## src/rtl/score_tally.sv

```systemverilog
// -----------------------------------------------------------------------------
// score_tally
//
// Counts hit and miss flags from the lane droppers during a round. It keeps the
// score, the current combo and the best combo. A sequential double-dabble
// engine converts the binary score to four BCD digits for the score display.
//
// Optional feature macro: COMBO_BONUS_EN
//   defined   : a counted hit is worth 2*POINTS while the pre-update combo is
//               >= COMBO_THRESH. The COMBO_THRESH parameter exists only in this
//               build.
//   undefined : every hit is worth POINTS.
//
// Ports
//   frame_clk  in   frame clock, shared with the droppers
//   Reset      in   synchronous, active-high reset
//   keycode    in   [7:0] USB keycode (8'h2C starts a round, 8'h01 returns)
//   hit        in   [N_LANES-1:0] level-held per-lane hit flags
//   miss       in   [N_LANES-1:0] level-held per-lane miss flags
//   round_done in   all lanes finished
//   score      out  [13:0] binary score, saturates at SCORE_MAX
//   score_bcd  out  [15:0] BCD score, thousands digit in [15:12]
//   bcd_valid  out  score_bcd matches score
//   combo      out  [9:0] current consecutive-hit count
//   max_combo  out  [9:0] best combo this round
//   hit_pulse  out  one-cycle strobe when at least one hit is counted
//   round_over out  high while the round is over
// -----------------------------------------------------------------------------
module score_tally #(
    parameter int N_LANES   = 4,
    parameter int POINTS    = 10,
    parameter int SCORE_MAX = 9999,
    parameter int COMBO_MAX = 999
`ifdef COMBO_BONUS_EN
    ,
    parameter int COMBO_THRESH = 10
`endif
) (
    input  logic               frame_clk,
    input  logic               Reset,
    input  logic [7:0]         keycode,
    input  logic [N_LANES-1:0] hit,
    input  logic [N_LANES-1:0] miss,
    input  logic               round_done,
    output logic [13:0]        score,
    output logic [15:0]        score_bcd,
    output logic               bcd_valid,
    output logic [9:0]         combo,
    output logic [9:0]         max_combo,
    output logic               hit_pulse,
    output logic               round_over
);

    localparam int         SCORE_W    = 14;
    localparam int         COMBO_W    = 10;
    localparam int         NH_W       = $clog2(N_LANES + 1);
    localparam logic [7:0] KEY_START  = 8'h2C;
    localparam logic [7:0] KEY_RETURN = 8'h01;

    typedef enum logic [1:0] {S_HALTED, S_PLAY, S_OVER} state_t;
    typedef enum logic [1:0] {C_IDLE, C_SHIFT, C_COMMIT} conv_t;

    state_t               r_state;
    conv_t                r_cstate;
    logic [N_LANES-1:0]   r_hit_q, r_miss_q;
    logic [SCORE_W-1:0]   r_score;
    logic [COMBO_W-1:0]   r_combo, r_max_combo;
    logic                 r_hit_pulse, r_round_over;
    logic                 r_pending, r_bcd_valid;
    logic [15:0]          r_score_bcd;
    logic [SCORE_W+15:0]  r_sr;
    logic [3:0]           r_cnt;

    logic [N_LANES-1:0]   w_rise_h, w_rise_m;
    logic                 w_anym;
    logic [NH_W-1:0]      w_nh;
    logic [31:0]          w_pts, w_sum, w_csum;
    logic [SCORE_W-1:0]   w_score_add, w_score_next;
    logic [COMBO_W-1:0]   w_combo_add, w_max_add;
    logic                 w_score_chg;
    logic [SCORE_W+15:0]  w_adj;

    // A lane that rises on both flags in one cycle counts as a hit only, so its
    // miss is masked before it can break the combo.
    assign w_rise_h = hit & ~r_hit_q;
    assign w_rise_m = miss & ~r_miss_q & ~w_rise_h;
    assign w_anym   = |w_rise_m;

    // NOTE: every signal assigned in an always_comb gets a default first, so no
    // path leaves it unassigned and no latch is inferred.
    always_comb begin
        w_nh = '0;
        for (int i = 0; i < N_LANES; i++) begin
            w_nh = w_nh + NH_W'(w_rise_h[i]);
        end
    end

    always_comb begin
        w_pts = 32'(POINTS);
`ifdef COMBO_BONUS_EN
        if (32'(r_combo) >= 32'(COMBO_THRESH)) begin
            w_pts = 32'(2 * POINTS);
        end
`endif
        w_sum       = 32'(r_score) + 32'(w_nh) * w_pts;
        w_csum      = 32'(r_combo) + 32'(w_nh);
        w_score_add = (w_sum > 32'(SCORE_MAX)) ? SCORE_W'(SCORE_MAX) : w_sum[SCORE_W-1:0];
        w_combo_add = (w_csum > 32'(COMBO_MAX)) ? COMBO_W'(COMBO_MAX) : w_csum[COMBO_W-1:0];
        w_max_add   = (w_combo_add > r_max_combo) ? w_combo_add : r_max_combo;

        // Next score value, shared by the FSM and the BCD change detector.
        w_score_next = r_score;
        case (r_state)
            S_HALTED: if (keycode == KEY_START) w_score_next = '0;
            S_PLAY:   w_score_next = w_score_add;
            default:  w_score_next = r_score;
        endcase
    end

    assign w_score_chg = (w_score_next != r_score);

    // Main round FSM with registered outputs.
    // NOTE: sequential state uses non-blocking assignments so every register
    // samples pre-edge values regardless of statement order.
    always_ff @(posedge frame_clk) begin
        if (Reset) begin
            r_state      <= S_HALTED;
            r_hit_q      <= '0;
            r_miss_q     <= '0;
            r_score      <= '0;
            r_combo      <= '0;
            r_max_combo  <= '0;
            r_hit_pulse  <= 1'b0;
            r_round_over <= 1'b0;
        end else begin
            // Edge registers track the flags in every state, so a flag already
            // high when Play begins never produces a rise.
            r_hit_q     <= hit;
            r_miss_q    <= miss;
            r_hit_pulse <= 1'b0;
            r_score     <= w_score_next;
            case (r_state)
                S_HALTED: begin
                    if (keycode == KEY_START) begin
                        r_state     <= S_PLAY;
                        r_combo     <= '0;
                        r_max_combo <= '0;
                    end
                end
                S_PLAY: begin
                    r_combo     <= w_anym ? '0 : w_combo_add;
                    r_max_combo <= w_max_add;
                    r_hit_pulse <= (w_nh != '0);
                    if (round_done) begin
                        r_state      <= S_OVER;
                        r_round_over <= 1'b1;
                    end
                end
                S_OVER: begin
                    if (keycode == KEY_RETURN) begin
                        r_state      <= S_HALTED;
                        r_round_over <= 1'b0;
                    end
                end
                default: r_state <= S_HALTED;
            endcase
        end
    end

    // Double-dabble add-3 step on the four BCD nibbles above the binary field.
    always_comb begin
        w_adj = r_sr;
        for (int k = 0; k < 4; k++) begin
            if (r_sr[SCORE_W+4*k +: 4] >= 4'd5) begin
                w_adj[SCORE_W+4*k +: 4] = r_sr[SCORE_W+4*k +: 4] + 4'd3;
            end
        end
    end

    // BCD converter. A score change at any edge marks the display stale; the
    // engine keeps re-converting until a pass finishes with nothing pending.
    always_ff @(posedge frame_clk) begin
        if (Reset) begin
            r_cstate    <= C_IDLE;
            r_pending   <= 1'b0;
            r_sr        <= '0;
            r_cnt       <= '0;
            r_score_bcd <= '0;
            r_bcd_valid <= 1'b1;
        end else begin
            case (r_cstate)
                C_IDLE: begin
                    if (r_pending) begin
                        r_sr     <= {16'b0, r_score};
                        r_cnt    <= '0;
                        r_cstate <= C_SHIFT;
                    end
                end
                C_SHIFT: begin
                    r_sr  <= w_adj << 1;
                    r_cnt <= r_cnt + 4'd1;
                    if (r_cnt == 4'(SCORE_W - 1)) r_cstate <= C_COMMIT;
                end
                C_COMMIT: begin
                    r_score_bcd <= r_sr[SCORE_W+15:SCORE_W];
                    r_cstate    <= C_IDLE;
                end
                default: r_cstate <= C_IDLE;
            endcase

            // A change in this very cycle wins over the load-time clear and
            // over a commit, keeping the display marked stale.
            if (w_score_chg) begin
                r_pending   <= 1'b1;
                r_bcd_valid <= 1'b0;
            end else if (r_cstate == C_IDLE && r_pending) begin
                r_pending <= 1'b0;
            end else if (r_cstate == C_COMMIT) begin
                r_bcd_valid <= ~r_pending;
            end
        end
    end

    assign score      = r_score;
    assign score_bcd  = r_score_bcd;
    assign bcd_valid  = r_bcd_valid;
    assign combo      = r_combo;
    assign max_combo  = r_max_combo;
    assign hit_pulse  = r_hit_pulse;
    assign round_over = r_round_over;

endmodule

```

## config.mk

```make
export PLATFORM = sky130hd
export DESIGN_NAME = score_tally
export DESIGN_NICKNAME = d
export VERILOG_FILES = /design/src/rtl/score_tally.sv
export SDC_FILE = /design/constraint.sdc
export NUM_CORES = 1
export LEC_CHECK = 0
export CORE_UTILIZATION = 30
export DETAILED_ROUTE_END_ITERATION = 12
export GPL_TIMING_DRIVEN = 0
export PLACE_DENSITY_LB_ADDON = 0.08
export SLEW_MARGIN = 20
export SYNTH_ARGS = -nofsm -noshare
export SYNTH_HDL_FRONTEND = slang
export SYNTH_SLANG_ARGS = --single-unit
```

## constraint.sdc

```tcl
create_clock -name frame_clk -period 11.65 [get_ports frame_clk]
set_input_delay 2.33 -clock frame_clk [delete_from_list [all_inputs] [get_ports frame_clk]]
set_output_delay 2.33 -clock frame_clk [all_outputs]
set_load 0.005 [all_outputs]
```

# Yosys cells after proc, flatten, opt, wreduce, memory -nomap -nowiden
# Index checks and enable logic that the tools add are counted.
[totals] ramBits=0 word_cells=105 memories=0 latchBits=0 rom_bits=0 reg_bits=100
[classes] multipliers=1 n_lt_le_gt_ge=7 bitwise=8 eq_ne=15 add_sub_neg=10 n_reduce_logical=18 muxes=32 shift=0 n_div=0
[ops] op="one-hot mux 30 bit (2 select lines)" count=1
[ops] op="two-way mux 10 bit" count=4
[ops] op="one-hot mux 10 bit (2 select lines)" count=2
[ops] op="two-way mux 30 bit" count=1
[ops] op="two-way mux 14 bit" count=2
[ops] op="one-hot mux 14 bit (2 select lines)" count=1
[ops] op=">= comparator 4 x 3 -> 1 bit (second input constant)" count=4
[ops] op="two-way mux 4 bit" count=4
[ops] op="adder 14 x 7 -> 15 bit" count=1
[ops] op="> comparator 15 x 14 -> 1 bit (second input constant)" count=1
[ops] op="inequality test 14 bit" count=1
[ops] op="inequality test 2 bit (second input constant)" count=7
[ops] op="adder 4 x 2 -> 4 bit (second input constant)" count=3
[ops] op="bitwise AND 4 bit" count=3
[ops] op="NOT 4 bit" count=3
[ops] op="adder 10 x 3 -> 11 bit" count=1
[ops] op="> comparator 11 x 10 -> 1 bit (second input constant)" count=1
[ops] op="> comparator 10 bit" count=1
[ops] op="two-way mux 2 bit" count=5
[ops] op="nonzero test 2 bit" count=5
[ops] op="AND reduction 3 bit" count=3
[ops] op="== test 8 x 1 -> 1 bit (second input constant)" count=1
[ops] op="== test 8 x 6 -> 1 bit (second input constant)" count=1
[ops] op="one-hot mux 4 bit (2 select lines)" count=1
[ops] op="21 further kinds" count=34

# Depth between registers and ports, before layout
# Gate-level depths: netlist (run 1).
[logic_depth] word_depth=13 mapped_depth=24

# Worst setup path before layout (run 1)
# Ideal clock, no wire load.
[synth_timing] path_kind="input to register" start="input hit[1]" end="register r_max_combo[0], in the netlist max_combo[0]" cell_stages=22 n_path_buf=1 t_required_ps=11585 path_slack_ps=5011 setup_time_ps=65 arrival_time_ps=6574 cell_sequence="nor2b_1 -> fa_1 -> ha_1 -> ha_1 -> ha_1 -> a21o_1 -> a21o_1 -> or3_1 -> a31oi_1 -> mux2i_1 -> nor2b_1 -> nor2_1 -> ha_1 -> a21o_1 -> a21o_1 -> a21oi_1 -> o211ai_1 -> nand2_1 -> a21o_1 -> clkbuf_1 -> a22oi_1 -> nor2_1"
[synth_via] elab_chain_len=10
[synth_lines] element="start, declared" line="42" text="input logic [N_LANES-1:0] hit,"
[synth_lines] element="bitwise AND 4 bit *" line="85" text="assign w_rise_h = hit & ~r_hit_q;"
[synth_lines] element="adder 1 x 1 -> 2 bit *" line="94" text="w_nh = w_nh + NH_W'(w_rise_h[i]);"
[synth_lines] element="adder 2 x 1 -> 3 bit *" line="94"
[synth_lines] element="adder 3 x 1 -> 3 bit *" line="94"
[synth_lines] element="adder 10 x 3 -> 11 bit *" line="106" text="w_csum = 32'(r_combo) + 32'(w_nh);"
[synth_lines] element="> comparator 11 x 10 -> 1 bit" line="108" text="w_combo_add = (w_csum > 32'(COMBO_MAX)) ? COMBO_W'(COMBO_MAX) : w_csum[COMBO_W-1:0];"
[synth_lines] element="two-way mux 10 bit *" line="108"
[synth_lines] element="> comparator 10 bit" line="109" text="w_max_add = (w_combo_add > r_max_combo) ? w_combo_add : r_max_combo;"
[synth_lines] element="inequality test 2 bit (no line)"
[synth_lines] element="AND reduction 3 bit (no line)"
[synth_lines] element="end signal, assigned" line="152" text="r_max_combo <= w_max_add;"
[synth_lines] element="end, declared" line="67" text="logic [COMBO_W-1:0] r_combo, r_max_combo;"
# Mark *: on every way between the ends. The rest lies on a longest branch, timed or not. The select of a mux whose other input is x is not followed.
# A chain may end at the register's enable or synchronous reset.

# Worst setup path after layout (run 1)
[layout_timing] start="input hit[3]" end="register r_max_combo[4], in the netlist max_combo[4]"
[layout_via] elab_chain_len=8
[layout_lines] element="bitwise AND 4 bit *" line="85"
[layout_lines] element="adder 3 x 1 -> 3 bit *" line="94"
[layout_lines] element="adder 10 x 3 -> 11 bit *" line="106"
[layout_lines] element="> comparator 11 x 10 -> 1 bit" line="108"
[layout_lines] element="two-way mux 10 bit *" line="108"
[layout_lines] element="> comparator 10 bit" line="109"
[layout_lines] element="inequality test 2 bit (no line)"
[layout_lines] element="AND reduction 3 bit (no line)"
# Marked as above.

==> flow_metrics.env, run 1 <==
export IMPL_drive_above_1_share_pct=4.732
export IMPL_gr_usage_all_layers_pct=17.70
export IMPL_drtAntennaViolNets=0
export IMPL_synthTopCellsByCount="106 x nor2_1, 100 x dfxtp_1, 74 x a21oi_1, 62 x nand2_1, 39 x clkbuf_1"
export IMPL_area_growth_pct=22.63
export IMPL_worstMarginPinSlew_ps=924.0
export IMPL_ys_seq_area_share_pct=35.47
export IMPL_gp_congestion=0.8276
export IMPL_initial_core_util_pct=31.00
export IMPL_hold_viol=0
export IMPL_critPathTopFamily="adder cells"
export IMPL_syn_avg_cell_area_sq_um=7.883
export IMPL_max_cap_violations=0
export IMPL_clock_latency_ps=350
export IMPL_wl_per_cell_um=16.16
export IMPL_end_kind="register"
export IMPL_coreArea_sq_um=18210
export IMPL_wl_mm=16.68
export IMPL_p_leak_nw=2.525
export IMPL_power_total_mw=0.7027
export IMPL_via_per_inst=5.210
export IMPL_yosys_top_cells_area="dfxtp_1 35%, ha_1 7.5%, nor2_1 7.0%, a21oi_1 6.6%, nand2_1 4.1%"
export IMPL_dieHeight_um=139.2
export IMPL_syn_inst=716
export IMPL_grt_max_degree=17
export IMPL_cts_num_sinks=100
export IMPL_rsz0062_at_grt="false"
export IMPL_overflow=0
export IMPL_path_class="in2reg"
export IMPL_synth_top_cell_by_area="dfxtp_1"
export IMPL_hold_slack_ps=458.3
export IMPL_critPathMaxStageDelay_ps=520
export IMPL_synth_nets=772
export IMPL_cts_buffers=9
export IMPL_yosysTopAreaCellShare_pct=35.47
export IMPL_ir_drop_uv=62.06
export IMPL_synthArstFlopShare_pct=0
export IMPL_syn_area_sq_um=5644
export IMPL_finalCritPeriodShare_pct=65.65
export IMPL_yosys_warnings=0
export IMPL_place_hpwl_mm=12.56
export IMPL_htree_levels=3
export IMPL_worstSetupStartpointType="input pin"
export IMPL_slew_headroom_pct=37.93
export IMPL_power_density_nw_per_um2=101.5
export IMPL_maxSlewViolCount=0
export IMPL_antenna_found_initial=0
export IMPL_ys_ff_latch=100
export IMPL_cts_tree="done"
export IMPL_port_buffers=70
export IMPL_status="complete, but fails checks"
export IMPL_cp_num_buf_inv=4
export IMPL_synth_edf_count=0
export IMPL_cts_setup_buffers=0
export IMPL_first_pass_iters=9
export IMPL_ys_flop_type="dfxtp_1"
export IMPL_drc=3
export IMPL_clock_path_buffers=2
export IMPL_failed_checks="design-rule violations"
export IMPL_postCtsHoldBufs=0
export IMPL_worst_endpoint_required_ps=11930
export IMPL_crit_path_top_delay_cell="clkdlybuf4s50_1"
export IMPL_cts_root_buf="clkbuf_16"
export IMPL_clk_transition_reported_paths_ps=70
export IMPL_grt_pass1_vias=5110
export IMPL_fmax_mhz=130.8
export IMPL_fp_dieW_um=139.2
export IMPL_hp_class="reg2reg"
export IMPL_ios=72
export IMPL_antenna_cells=0
export IMPL_setup_viol=0
export IMPL_cts_resized=0
export IMPL_worstPathMaxFanout=10
export IMPL_synth_cell_types=65
export IMPL_fin_nets=854
export IMPL_final_setup_skew_ps=12.64
export IMPL_row_count=49
export IMPL_finalSetupTns_ps=0
export IMPL_post_route_util_pct=38.01
export IMPL_dieArea_sq_um=19370
export IMPL_fin_crit_ps=7648
export IMPL_drt_initial_drc_count=383
export IMPL_grt_pass1_wl_mm=26.98
export IMPL_crit_chain="clkdlybuf4s50_1, nor2b_1, fa_1, ha_1, ha_1, inv_1, fa_1, inv_1, a21oi_1, nor3_1, a31oi_1, mux2i_1, nor2b_1, nor2_1, ha_1, a21o_1, a21o_1, a21oi_1, o211ai_1, nand2_1, a21o_1, clkbuf_1, a22oi_1, nor2_1"
export IMPL_dr_total_vias=5377
export IMPL_yosysMostFrequentCell="nor2_1"
export IMPL_crit_arrival_ps=7930
==> where the power goes <==
group / switching, mW / total, mW / internal, mW
clock network: 0.138 / 0.290 / 0.152
logic: 0.0397 / 0.0663 / 0.0265
registers: 0.00143 / 0.346 / 0.345
==> per-stage QoR <==
step / worst slack, ps / instance area (sq um) / cells
2_1_floorplan: 5011 / 5644 / 716
3_3_place_gp: 3629 / 6631 / 1015
3_5_place_dp: 3549 / 6643 / 1016
4_1_cts: 3895 / 6922 / 1032
5_1_grt: 3473 / 6922 / 1032
6_report: 4002 / 6922 / 1032
==> state kept, by name, summed over array words and instances (netlist names) <==
signal / count
bcd_valid: 1
r_cnt: 4
r_hit_q: 4
combo: 10
max_combo: 10
score_bcd: 16
hit_pulse: 1
r_state: 2
score: 14
r_sr: 30
r_miss_q: 4
round_over: 1
r_pending: 1
r_cstate: 2
==> metal layers <==
metal / GRT usage [%] / vias up / routed length (um)
li1: - / 2669 / -
met1: 23.17 / 2533 / 7816
met2: 29.13 / 148 / 7691
met3: 2.935 / 27 / 825
met4: 6.667 / 0 / 344
met5: 0 / - / 0
==> worst reg2reg max path, cell delays in order (launching register included) <==
cell      delay [ps]
dfxtp_1          300
nor2b_1          240
fa_1             470
ha_1             250
ha_1             400
inv_1            130
fa_1             420
inv_1             70
a21oi_1          160
nor3_1           240
a31oi_1           60
mux2i_1          180
nor2b_1          360
nor2_1           170
ha_1             320
a21o_1           180
a21o_1           160
a21oi_1          150
o211ai_1          90
nand2_1           80
a21o_1           230
clkbuf_1         440
a22oi_1          170
nor2_1           120
==> cell families after synthesis <==
| logic type | Yosys count | share of synthesized area, % |
|---|---|---|
| AO/OA/AOI/OAI | 185 | 21.59 |
| XOR/XNOR | 21 | 3.259 |
| adder cells (fa/ha/maj) | 37 | 8.601 |
| buffers and inverters | 79 | 5.874 |
| flip-flops | 100 | 35.47 |
| multiplexers | 5 | 0.9753 |
| AND/OR/NAND/NOR | 289 | 24.23 |
==> cell usage in the layout (no fill, tap or decap), types with 3 or more instances in the layout <==
master           netlist  layout
a2111oi_0              3       3
a211o_1                3       3
a211oi_1               3       3
a21o_1                 8       8
a21oi_1               74      74
a22oi_1               27      27
a31oi_1                7       7
and3_1                 4       4
buf_6                  4       4
clkbuf_1              39      41
clkbuf_16              0       9
clkdlybuf4s50_1        0      70
dfxtp_1              100     100
fa_1                   3       3
ha_1                  34      34
inv_1                 34      34
mux2i_1                4       4
nand2_1               62      62
nand2b_1              12      12
nand3_1               17      17
nand3b_1               4       4
nand4_1                6       6
nor2_1               106     106
nor2b_1               21      21
nor3_1                22      22
nor3b_1                4       4
nor4_1                15      14
o21ai_0               28      28
o22ai_1                3       3
or3_1                  5       5
xnor2_1               13      13
xor2_1                 8       8
==> final timing paths <==
| kind | start | end | slack (ps) | cells past startpoint |
|---|---|---|---|---|
| setup / recovery | hit[3] | max_combo[4]$_SDFFE_PP0P_ | 4000 | 24 |
| hold / removal | score_bcd[5]$_SDFFE_PP0P_ | score_bcd[5]$_SDFFE_PP0P_ | 460 | 2 |
| setup reg to reg | r_hit_q[0]$_SDFF_PP0_ | max_combo[4]$_SDFFE_PP0P_ | 6200 | 23 |
| hold reg to reg | score_bcd[5]$_SDFFE_PP0P_ | score_bcd[5]$_SDFFE_PP0P_ | 460 | 2 |
==> layout make-up <==
type,instances,area [sq um]
Fill cell,1953,11290
Clock buffer,12,246.5
Buffer,45,203.9
Sequential cell,100,2002
Multi-Input combinational cell,537,3317
Tap cell,229,286.5
Timing Repair Buffer,71,705.7
Inverter,34,127.6
Clock inverter,4,32.53
Note: power is estimated with default switching activity, not from simulation.
==> run 2, diff against run 1 <==
- clock period: 11.65 -> 8 ns (I/O delays scaled with it)
==> results of run 2 <==
Same layout as run 1 (identical final DEF). Status: complete, but fails checks: design-rule violations.
Main changes from that run: setup slack after placement 3549 ps -> 629.2 ps; setup slack after layout 4002 ps -> 1082 ps; register-to-register setup slack 6200 ps -> 2550 ps; total power 0.7027 mW -> 1.023 mW; worst IR drop on VDD 62.06 uV -> 90.38 uV
==> patch 1: new RTL, flow settings as in run 2 <==
Add a define of `COMBO_BONUS_EN`.
--- a/src/rtl/score_tally.sv
+++ b/src/rtl/score_tally.sv
@@ -28,2 +28,4 @@
 // -----------------------------------------------------------------------------
+`define COMBO_BONUS_EN
+
 module score_tally #(
Formal check against the unedited RTL: not equivalent (Yosys sat finds a counterexample within 10 cycles, from zero or initial values and one cycle with Reset high).
==> patch 1 against run 2 <==
Power up 2.3%; clock power up 2%; via count down 3.1%; sequential share of layout area down 0.37 points; cell area up 1.3%; synthesized area up 1.6%; non-clock buffer count down 9; worst setup slack worse by 0.33 ns; sequential cell count unchanged; count of clock-buffer cells in the layout down 2; routed wire length about the same; critical path depth down 5; register-to-register slack worse by 0.38 ns; fmax down 4.6%; critical path type unchanged; largest cell class unchanged; largest power group unchanged.
==> patch 1: results (changes against run 2) <==
* Status: completed (was finished, violations left)
* Multiplexer area fraction after synthesis at 1.004% (was 0.9754%)
* Met2 usage at 30.29% (was 29.13%)
* NumNets Final at 830 (was 854)
* Arrival @ worst endpoint at 7.46 ns (was 7.20 ns)
* Dpl hpwl at 12360 µm (was 12560 µm)
* Vias per std cell at 5.169 (was 5.210)
* FF-to-FF setup slack at 2.17 ns (was 2.55 ns)
* Routed WL at 16660 µm (was 16680 µm)
* Total GRT Usage at 17.72% (was 17.70%)
* Vias in the first global route at 5154 (was 5110)
* Count leader, synth: dfxtp_1 (was nor2_1)
* Top cells by area, synth: dfxtp_1, ha_1, a21oi_1, nand2_1, nor2_1 (was dfxtp_1, ha_1, nor2_1, a21oi_1, nand2_1)
* Routed wl met3 at 684 µm (was 825 µm)
* Routed len/inst at 16.53 µm (was 16.16 µm)
* Critical R2R Capture: r_pending$_SDFFE_PP0P_ (was max_combo[4]$_SDFFE_PP0P_)
* Post-synthesis net count at 749 (was 772)
* Largest net degree at the start of global routing at 18 (was 17)
* Clock Latency Late Sink at 0.37 ns (was 0.35 ns)
* Share of the yosys chip area belonging to registers at 34.91% (was 35.47%)
* Max IR drop VDD at 0.0001047 V (was 0.00009038 V)
* First-pass GRT wire length at 27140 µm (was 26980 µm)
* Met2 WL at 7908 µm (was 7691 µm)
* Post-synthesis compound-gate area fraction at 24.05% (was 21.59%)
* Grt met3 use at 2.701% (was 2.935%)
* TritonRoute pass-1 iters at 5 (was 9)
* Most common library cells after synthesis: dfxtp_1, nand2_1, nor2_1 (was nor2_1, dfxtp_1, a21oi_1)
* Mean Syn Cell Area at 8.335 µm² (was 7.883 µm²)
* Crit. Startpoint: hit[1] (was hit[3])
* DR iter-0 viols at 243 (was 383)
==> patch 1: cell count changes in the layout (fill, tap and decap cells not counted), sizes merged, moves of 5 or more <==
cell | run 2 | this run
nor4 | 15 | 6
o21ai | 31 | 25
inv | 35 | 54
a21oi | 74 | 62
nand2 | 62 | 80
nor2b | 22 | 14
a221oi | 1 | 6
nor2 | 106 | 67
o22ai | 3 | 12
clkbuf | 51 | 42
==> patch 1: report_power, final <==
group	internal [W]	switching (W)
clock network	0.000215	0.000218
logic	0.0000472	0.0000651
registers	0.000501	0.00000146
==> patch 1: through the flow <==
stage	setup WS [ns]	area [µm²]	total power (W)
after floorplan	1.518	5734	0.0005900
after global placement	0.4028	6728	0.0006253
after detailed placement	0.3585	6734	0.0006264
after CTS	0.7459	7010	0.001061
after global routing	0.4123	7010	0.001095
final	0.7514	7010	0.001047
==> patch 1: kinds of logic after synthesis <==
group | after synthesis
muxes | 5
xor gates and xnor gates | 17
other | 1
buffers and inverters | 88
DFF | 100
AOI/OAI and AO/OA | 195
adders and majority gates | 42
and+or+nand+nor | 240
==> patch 1: final cells by class <==
type                       count  area, µm²
inverter                      51      191.4
sequential                   100       2002
timing repair buffer          70      700.7
buffer                        37      221.5
multi-input combinational    500       3326
fill                        1944      11700
clock inverter                 6      47.55
tap                          234      292.8
clock buffer                  10      229.0
==> patch 1: critical path: stages <==
cell and delay (ns):
clkdlybuf4s50_1 0.46, nor2b_1 0.25, fa_1 0.47, ha_1 0.21
ha_1 0.38, mux2_2 0.34, ha_1 0.32, fa_1 0.53
inv_1 0.07, fa_1 0.50, nor2b_4 0.16, o2111ai_2 0.21
a31oi_2 0.40, mux2i_2 0.38, o311ai_4 0.23, a21oi_2 0.37
a211oi_2 0.15, a211oi_2 0.28, a41oi_1 0.14
==> patch 2: new RTL, config.mk and constraints of run 2 <==
Made on the original files. Put one more register stage on the output `hit_pulse`, without a reset. The value now appears one clock later. The other outputs are not delayed to match. Comments in the files are not updated.
--- a/src/rtl/score_tally.sv
+++ b/src/rtl/score_tally.sv
@@ -228,3 +228,5 @@
     assign max_combo  = r_max_combo;
-    assign hit_pulse  = r_hit_pulse;
+    always_ff @(posedge frame_clk) begin
+        hit_pulse <= r_hit_pulse;
+    end
     assign round_over = r_round_over;
Function: changed (Yosys sat finds a counterexample within 4 cycles, from zero or initial values and one cycle with Reset high).
==> patch 2 against run 2 <==
Sequential cell count is 1 higher; synthesized area increased by 0.35%; routed wire length rose by 2.2%; clock power rose by 9.5%; power grew 4.3%; global-route usage up 0.44 points; cell area rose by 0.67%; critical path depth did not move; worst setup slack improved by 0.015 ns; critical path type unchanged; largest cell class unchanged.
==> patch 2: results (changes against run 2) <==
* Leakage power at 2.552 nW (was 2.525 nW)
* Multi-input gates at 537 (unchanged)
* Layout cells sized above 1 at 4.975% (was 4.732%)
* Htree depth at 3 (unchanged)
* Dpl hpwl at 12760 µm (was 12560 µm)
* Max FFs per register at 30 (unchanged)
* Final GP Congestion at 0.8258 (was 0.8276)
* FF-to-FF setup slack at 2.53 ns (was 2.55 ns)
* Max_slew headroom at 35.23% (was 37.93%)
* Plain + repair buffers at 116 (unchanged)
* DR iter-0 viols at 414 (was 383)
* Non-Clock Buffer Area Fraction at 13.05% (was 13.14%)
* Vias per std cell at 5.229 (was 5.210)
* Placement Setup Slack at 0.6927 ns (was 0.6292 ns)
* NumNets Final at 855 (was 854)
* Hold_ws at 0.3356 ns (was 0.4583 ns)
* Arrival @ worst endpoint at 7.19 ns (was 7.20 ns)
* Cell family with the largest share of critical-path delay: adder cells (unchanged)
* Share of the yosys chip area belonging to registers at 35.70% (was 35.47%)
* Multiplexer area fraction after synthesis at 0.9719% (was 0.9754%)
* Final Skew at 0.008911 ns (was 0.01264 ns)
* Die outline area at 0.01943 mm² (was 0.01937 mm²)
* Worst Path Max Fanout at 10 (unchanged)
* Most common library cells after synthesis: nor2_1, dfxtp_1, a21oi_1 (unchanged)
* Adder-Cell Fraction of Synth Area at 8.571% (was 8.601%)
* ClkCell Share at 4.381% (was 4.031%)
* Finished Cell Area at 0.006968 mm² (was 0.006922 mm²)
* Vias in the first global route at 5253 (was 5110)
* Dpl cells at 1017 (was 1016)
* Largest net degree at the start of global routing at 19 (was 17)
* Crit path max-delay cell type: fa_1 (was clkdlybuf4s50_1)
* Area after DPL at 0.006663 mm² (was 0.006643 mm²)
* First-pass GRT wire length at 27630 µm (was 26980 µm)
* Clock Latency Late Sink at 0.35 ns (about the same)
* Fillers at 1893 (was 1953)
* Fraction of area in multi-input gates at 47.60% (was 47.92%)
* Cells after synthesis at 717 (was 716)
* Synth Register Bits at 101 (was 100)
* Total GRT Usage at 18.15% (was 17.70%)
* Routed len/inst at 16.50 µm (was 16.16 µm)
* Final min period at 6.903 ns (was 6.918 ns)
* Routed WL at 17050 µm (was 16680 µm)
* Min-delay worst type: reg -> reg (unchanged)
* CTS max path bufs at 2 (unchanged)
* Port Buffers at 70 (unchanged)
* Post-synthesis compound-gate area fraction at 21.52% (was 21.59%)
* Sequential cell area share at 29.02% (was 28.92%)
* Async set-or-reset flop fraction in the synthesized netlist at 0% (unchanged)
* Status: completed (was finished, violations left)
* Antenna violations before repair at 0 (unchanged)
* TritonRoute pass-1 iters at 5 (was 9)
* Top cells by area, synth: dfxtp_1, ha_1, nor2_1, a21oi_1, nand2_1 (unchanged)
* Max IR drop VDD at 0.00009601 V (was 0.00009038 V)
* Post-synthesis net count at 773 (was 772)
* Largest Register: r_sr (unchanged)
* Post-Synth XOR/XNOR Area at 3.247% (was 3.259%)
* Reg clk slew, reported paths at 0.07 ns (about the same)
* CTS Buf Count at 9 (unchanged)
* Biggest cell delay along the critical path at 0.48 ns (was 0.52 ns)
* PostCTS Resize Cnt at 0 (unchanged)
## patch 2: cell types whose count changed in the layout (fill, tap and decap cells not counted), sizes merged
cell	change
clkbuf	-3
clkinvlp	-1
bufinv	+1
dfxtp	+1
inv	+2
clkinv	+1
## patch 2: worst paths after layout
path / from / to / cells past startpoint
worst max register to register: r_hit_q[0]$_SDFF_PP0_ / max_combo[3]$_SDFFE_PP0P_ / 23
worst max-delay path: hit[0] / max_combo[3]$_SDFFE_PP0P_ / 24
worst min-delay path: r_hit_pulse$_SDFF_PP0_ / hit_pulse$_DFF_P_ / 0
worst min register to register: r_hit_pulse$_SDFF_PP0_ / hit_pulse$_DFF_P_ / 0
## patch 2: report_power, final
group | internal, W | leakage (nW) | switching, W
registers | 0.000507 | 0.816 | 0.00000222
logic | 0.0000388 | 1.59 | 0.0000570
clock network | 0.000248 | 0.148 | 0.000215
## patch 2: routing by layer
metal	global-route usage [%]	part of all wire, %
met1	23.44	47
met2	30.68	47
met3	3.992	4.6
met4	4.152	1.2
met5	0	0
